[config.mk]
export PLATFORM = sky130hd
export DESIGN_NAME = math_alu_seq
export DESIGN_NICKNAME = d
export VERILOG_FILES = /design/src/rtl/math_pkg.sv /design/src/rtl/math_adder_w.sv /design/src/rtl/math_alu_seq.sv
export SDC_FILE = /design/constraint.sdc
export NUM_CORES = 1
export LEC_CHECK = 0
export BUFFER_PORTS_ARGS = -buffer_cell sky130_fd_sc_hd__buf_2
export CORE_ASPECT_RATIO = 1.1
export CORE_MARGIN = 2
export CORE_UTILIZATION = 25
export DETAILED_ROUTE_END_ITERATION = 7
export HOLD_SLACK_MARGIN = 0.15
export PLACE_DENSITY = 0.41
export SETUP_SLACK_MARGIN = 0.05
export SLEW_MARGIN = 30
export SYNTH_ARGS = -nofsm -noshare
export SYNTH_HDL_FRONTEND = slang
export SYNTH_HIERARCHICAL = 1
export SYNTH_SLANG_ARGS = --single-unit
[constraint.sdc]
create_clock -name clk -period 3.7 [get_ports clk]
set_input_delay 0.37 -clock clk [delete_from_list [all_inputs] [get_ports clk]]
set_output_delay 0.37 -clock clk [all_outputs]
set_load 0.005 [all_outputs]
[src/rtl/math_pkg.sv]
// Shared encodings for the sequential calculator ALU: operation codes and
// controller states.
package math_pkg;

  localparam int unsigned OP_W = 2;
  localparam int unsigned ST_W = 2;

  typedef enum logic [OP_W-1:0] {
    OP_ADD = 2'b00,
    OP_SUB = 2'b01,
    OP_MUL = 2'b10,
    OP_DIV = 2'b11
  } op_e;

  typedef enum logic [ST_W-1:0] {
    ST_IDLE = 2'b00,
    ST_CALC = 2'b01,
    ST_ITER = 2'b10,
    ST_FIN  = 2'b11
  } state_e;

endpackage : math_pkg

[src/rtl/math_adder_w.sv]
// WIDTH-bit combinational adder with carry-in and carry-out; the single adder
// shared by every ALU operation.
module math_adder_w #(
  parameter int unsigned WIDTH = 8
) (
  input  logic [WIDTH-1:0] a_i,
  input  logic [WIDTH-1:0] b_i,
  input  logic             cin_i,
  output logic [WIDTH:0]   sum_c
);

  assign sum_c = {1'b0, a_i} + {1'b0, b_i} + (WIDTH+1)'(cin_i);

endmodule : math_adder_w

[src/rtl/math_alu_seq.sv]
// Multi-cycle unsigned ALU: single-cycle ADD/SUB, shift-add MUL and restoring
// DIV, one adder shared by all operations, start/done handshake.
module math_alu_seq
  import math_pkg::*;
#(
  parameter int unsigned WIDTH = 8
) (
  input  logic               clk,
  input  logic               rst_n,
  input  logic               start,
  input  logic [1:0]         op,
  input  logic [WIDTH-1:0]   a,
  input  logic [WIDTH-1:0]   b,
  input  logic               cin,
  output logic               busy,
  output logic               done,
  output logic [2*WIDTH-1:0] result,
  output logic               err
);

  localparam int unsigned CNT_W = $clog2(WIDTH + 1);
  localparam int unsigned RES_W = 2 * WIDTH;

  state_e             state_q,  state_d;
  op_e                op_q,     op_d;
  logic [CNT_W-1:0]   cnt_q,    cnt_d;
  logic [WIDTH-1:0]   opa_q,    opa_d;
  logic [WIDTH-1:0]   opb_q,    opb_d;
  logic               cin_q,    cin_d;
  logic [RES_W-1:0]   acc_q,    acc_d;
  logic [RES_W-1:0]   result_q, result_d;
  logic               err_q,    err_d;
  logic               busy_q,   busy_d;
  logic               done_q,   done_d;

  logic [WIDTH-1:0]   add_a_c;
  logic [WIDTH-1:0]   add_b_c;
  logic               add_cin_c;
  logic [WIDTH:0]     sum_c;
  logic [WIDTH-1:0]   div_shift_c;
  logic               div_ok_c;

  math_adder_w #(.WIDTH(WIDTH)) u_adder (
    .a_i   (add_a_c),
    .b_i   (add_b_c),
    .cin_i (add_cin_c),
    .sum_c (sum_c)
  );

  // Remainder shifted left by one with the next dividend bit; its MSB is
  // acc_q[RES_W-1] and is folded into the trial-subtract outcome below.
  assign div_shift_c = {acc_q[RES_W-2:WIDTH], acc_q[WIDTH-1]};
  assign div_ok_c    = acc_q[RES_W-1] | sum_c[WIDTH];

  // Adder operand steering per operation
  always_comb begin
    add_a_c   = opa_q;
    add_b_c   = opb_q;
    add_cin_c = cin_q;
    case (op_q)
      OP_SUB: begin
        add_b_c   = ~opb_q;
        add_cin_c = ~cin_q;
      end
      OP_MUL: begin
        add_a_c   = acc_q[RES_W-1:WIDTH];
        add_b_c   = acc_q[0] ? opa_q : '0;
        add_cin_c = 1'b0;
      end
      OP_DIV: begin
        add_a_c   = div_shift_c;
        add_b_c   = ~opb_q;
        add_cin_c = 1'b1;
      end
      default: ;
    endcase
  end

  // Next-state and datapath update
  always_comb begin
    state_d  = state_q;
    op_d     = op_q;
    cnt_d    = cnt_q;
    opa_d    = opa_q;
    opb_d    = opb_q;
    cin_d    = cin_q;
    acc_d    = acc_q;
    result_d = result_q;
    err_d    = err_q;

    case (state_q)
      ST_IDLE: begin
        if (start) begin
          op_d  = op_e'(op);
          opa_d = a;
          opb_d = b;
          cin_d = cin;
          cnt_d = '0;
          if (op_e'(op) == OP_MUL) begin
            acc_d   = {{WIDTH{1'b0}}, b};
            state_d = ST_ITER;
          end else if (op_e'(op) == OP_DIV && b != '0) begin
            acc_d   = {{WIDTH{1'b0}}, a};
            state_d = ST_ITER;
          end else begin
            state_d = ST_CALC;
          end
        end
      end

      ST_CALC: begin
        state_d = ST_FIN;
        err_d   = 1'b0;
        case (op_q)
          OP_ADD:  result_d = RES_W'(sum_c);
          // carry-out of a + ~b + ~cin is the inverse of the borrow
          OP_SUB:  result_d = RES_W'({~sum_c[WIDTH], sum_c[WIDTH-1:0]});
          OP_DIV: begin
            result_d = {opa_q, {WIDTH{1'b1}}};
            err_d    = 1'b1;
          end
          default: ;
        endcase
      end

      ST_ITER: begin
        cnt_d = cnt_q + CNT_W'(1);
        if (op_q == OP_MUL) begin
          acc_d = {sum_c, acc_q[WIDTH-1:1]};
        end else begin
          acc_d = {(div_ok_c ? sum_c[WIDTH-1:0] : div_shift_c),
                   acc_q[WIDTH-2:0], div_ok_c};
        end
        if (cnt_q == CNT_W'(WIDTH - 1)) begin
          state_d  = ST_FIN;
          result_d = acc_d;
          err_d    = 1'b0;
        end
      end

      ST_FIN: state_d = ST_IDLE;

      default: state_d = ST_IDLE;
    endcase

    busy_d = (state_d == ST_CALC) || (state_d == ST_ITER);
    done_d = (state_d == ST_FIN);
  end

  always_ff @(posedge clk) begin
    if (!rst_n) begin
      state_q  <= ST_IDLE;
      op_q     <= OP_ADD;
      cnt_q    <= '0;
      opa_q    <= '0;
      opb_q    <= '0;
      cin_q    <= 1'b0;
      acc_q    <= '0;
      result_q <= '0;
      err_q    <= 1'b0;
      busy_q   <= 1'b0;
      done_q   <= 1'b0;
    end else begin
      state_q  <= state_d;
      op_q     <= op_d;
      cnt_q    <= cnt_d;
      opa_q    <= opa_d;
      opb_q    <= opb_d;
      cin_q    <= cin_d;
      acc_q    <= acc_d;
      result_q <= result_d;
      err_q    <= err_d;
      busy_q   <= busy_d;
      done_q   <= done_d;
    end
  end

  assign busy   = busy_q;
  assign done   = done_q;
  assign result = result_q;
  assign err    = err_q;

endmodule : math_alu_seq
==> results.cfg <==
[pwr]
comb_power_share_pct = 44.1
power_switching_w = 0.00135
powerDensity_nw_per_um2 = 715
swShare_pct = 40.3
p_leak_nw = 1.82
p_int_w = 0.00200
p_clk_share_pct = 28.3
seqPwrFrac_pct = 27.6
peakVddDrop_mv = 0.403

[detailed_routing]
num_vias = 3762
drc_errors = 0
ant_nets = 0
firstDrtPassIters = 5
routed_wl_mm = 13.4
viasPerCell = 5.23
drtIter0Drc = 252
wl_per_cell_um = 18.6

[sta]
tightest_slew_ns = 0.803
finClkSkew_ns = 0.00889
rsz0062_at_grt = no
period_share_pct = 90.4
fmax_mhz = 299
relSlewSlack_pct = 46.4
setup-tns-final_ns = 0
hold_viol = 0
drv_slew = 0
min_period_ns = 3.35
setup_viol = 0
fin_ws_ns = 0.354

[critical_path]
crit_path_end_kind = register
critPathBufInv = 2
critPathSlowestCell = dfxtp_1
critPathKind = register to register
crit_cells = 14
setup.worst_path.start_class = register
max_stage_delay_ns = 0.36
path_max_fanout = 18
crit_required_ns = 3.90
cp.arrival_ns = 3.55
r2r_cells = 14
path_cells = nor2b_1 > buf_4 > a32oi_1 > o21ai_0 > ha_1 > a21o_1 > a21oi_2 > o21a_1 > o21ai_0 > nor2_2 > buf_4 > mux2_2 > a32oi_1 > a21oi_1
crit_family = compound AO/OA/AOI/OAI gates

[yosys]
yosys_warnings = 6
ys_seq_area_share_pct = 30.7
async_flop_share_pct = 0
synth-edff-count = 0
yosys.area.top_type = dfxtp_1
synth.area.top_cells = dfxtp_1, nand2_1, mux2i_1, a21oi_1, a21boi_0
syn_nets = 518
syn_area_um2 = 3920
synth.top_cell.area_share_pct = 30.7
synth_seq_cells = 60
syn_inst = 482
avgSynthCellArea_um2 = 8.13
yosys-top-cells-count = nand2_1, dfxtp_1, a21oi_1, o21ai_0
synth.most_common_cell = nand2_1
synth_ff_type = dfxtp_1
yosysUniqueCellTypes = 58

[placement]
gp_congestion = 0.844
post-dp-hpwl_mm = 9.75
io_buffers = 40
detailedPlace.worstSlack_ns = 0.194

[clocking]
cts_sinks = 60
cts_tree = yes
cts.path.max_buffers = 2
cts_buffers = 9
clockRootBuffer = clkbuf_16
h-tree-depth = 3
path_clk_slew_ns = 0.05
insertion_delay_ns = 0.34

[worst_hold_path]
hold_depth = 3
min_path_type = input port to register

[die]
die_area_um2 = 16700
io_pins = 41
rows = 48
die_x_um = 123
start_util_pct = 25.3
core_area_um2 = 15500
die_h_um = 135

[grt]
grt_usage_pct = 16.7
antenna_found_initial = 0
overflow = 0
grt_pass1_vias = 3695
grt_max_degree = 70
grt_pass1_wl_mm = 20.8

[run_status]
status = complete, no violations

[cells_and_area]
nets = 551
diodes = 0
syn2layout_area_growth_pct = 19.3
multi_input_area_um2 = 2500
fill_cells = 1681
seqCellArea_um2 = 1200
layout-drive-gt1-share_pct = 18.3

[flow_run]
drv_cap = 0
power by group through the flow:
stage	Sequential (W)	Clock [W]	Combinational, W
after floorplan	0.000900	0	0.00102
after global placement	0.000936	0	0.00146
after detailed placement	0.000938	0	0.00146
after CTS	0.000925	0.000974	0.00146
after global routing	0.000943	0.000995	0.00164
final	0.000922	0.000947	0.00148
per-layer routing:
metal	vias up	global-route usage (%)	wire, um
met3	24	3.58	480
met1	1808	19.7	5660
met5	-	0	0
met4	0	8.27	358
met2	82	28.3	6860
li1	1848	-	-
sequential cells by signal, indices dropped and copies added, names as in the netlist, 2 cells and up:
signal and flops:
acc_q 16, state_q 2, opa_q 8, result 16
opb_q 8, cnt_q 4, op_q 2
worst paths after layout:
path | from | endpoint | slack, ns
max | op_q[1] | result[14] | 0.35
min | cin | cin_q | 0.29
max reg2reg | op_q[1] | result[14] | 0.35
min reg2reg | cin_q | cin_q | 0.47
metrics by stage:
stage | power, W | util (%) | instance area [um2] | instances | hold slack, ns
2_1_floorplan | 0.00192 | - | 3920 | 482 | 0.439
3_3_place_gp | 0.00239 | 27.8 | 4310 | 701 | 0.467
3_5_place_dp | 0.00240 | 27.8 | 4310 | 701 | 0.472
4_1_cts | 0.00336 | 30.0 | 4650 | 717 | 0.277
5_1_grt | 0.00358 | 30.2 | 4680 | 720 | 0.293
6_report | 0.00334 | 30.2 | 4680 | 720 | 0.286
placed cells by master, fill, tap and decap left out, types with 7 or more instances in the layout:
master / instances
mux2_2: 9
nor2_1: 20
dfxtp_1: 59
nand2_1: 69
mux2i_1: 22
inv_1: 10
a21boi_0: 22
buf_2: 40
clkbuf_16: 9
nor2b_1: 20
a32oi_1: 12
a221oi_1: 8
buf_4: 19
a21oi_1: 35
o21ai_0: 32
nor3_1: 7
ha_1: 12
worst register-to-register path, stage by stage (launching register included):
cell and delay (ns):
dfxtp_1 0.36, nor2b_1 0.18, buf_4 0.27, a32oi_1 0.13, o21ai_0 0.12, ha_1 0.34
a21o_1 0.22, a21oi_2 0.20, o21a_1 0.19, o21ai_0 0.17, nor2_2 0.23, buf_4 0.17
mux2_2 0.34, a32oi_1 0.20, a21oi_1 0.09
cells by family after synthesis:
logic type / synth area share (%)
compound gates: 31.3
simple gates: 18.1
flops: 30.7
buf+inv: 5.81
mux: 8.21
fa+ha+maj: 4.85
xor+xnor: 1.12
area by class of cell:
class	count	share of cell area, %
sequential	60	25.7
tap	200	5.35
timing repair buffer	59	7.33
multi-input combinational	372	53.4
inverter	13	1.04
clock inverter	4	1.50
clock buffer	12	5.70
repair_timing:
action                     CTS  global route
setup endpoints to repair    0            13
resized for setup            0             3
buffers inserted             0             3
hold buffers                 0             0
(Power assumes the default switching activity.)
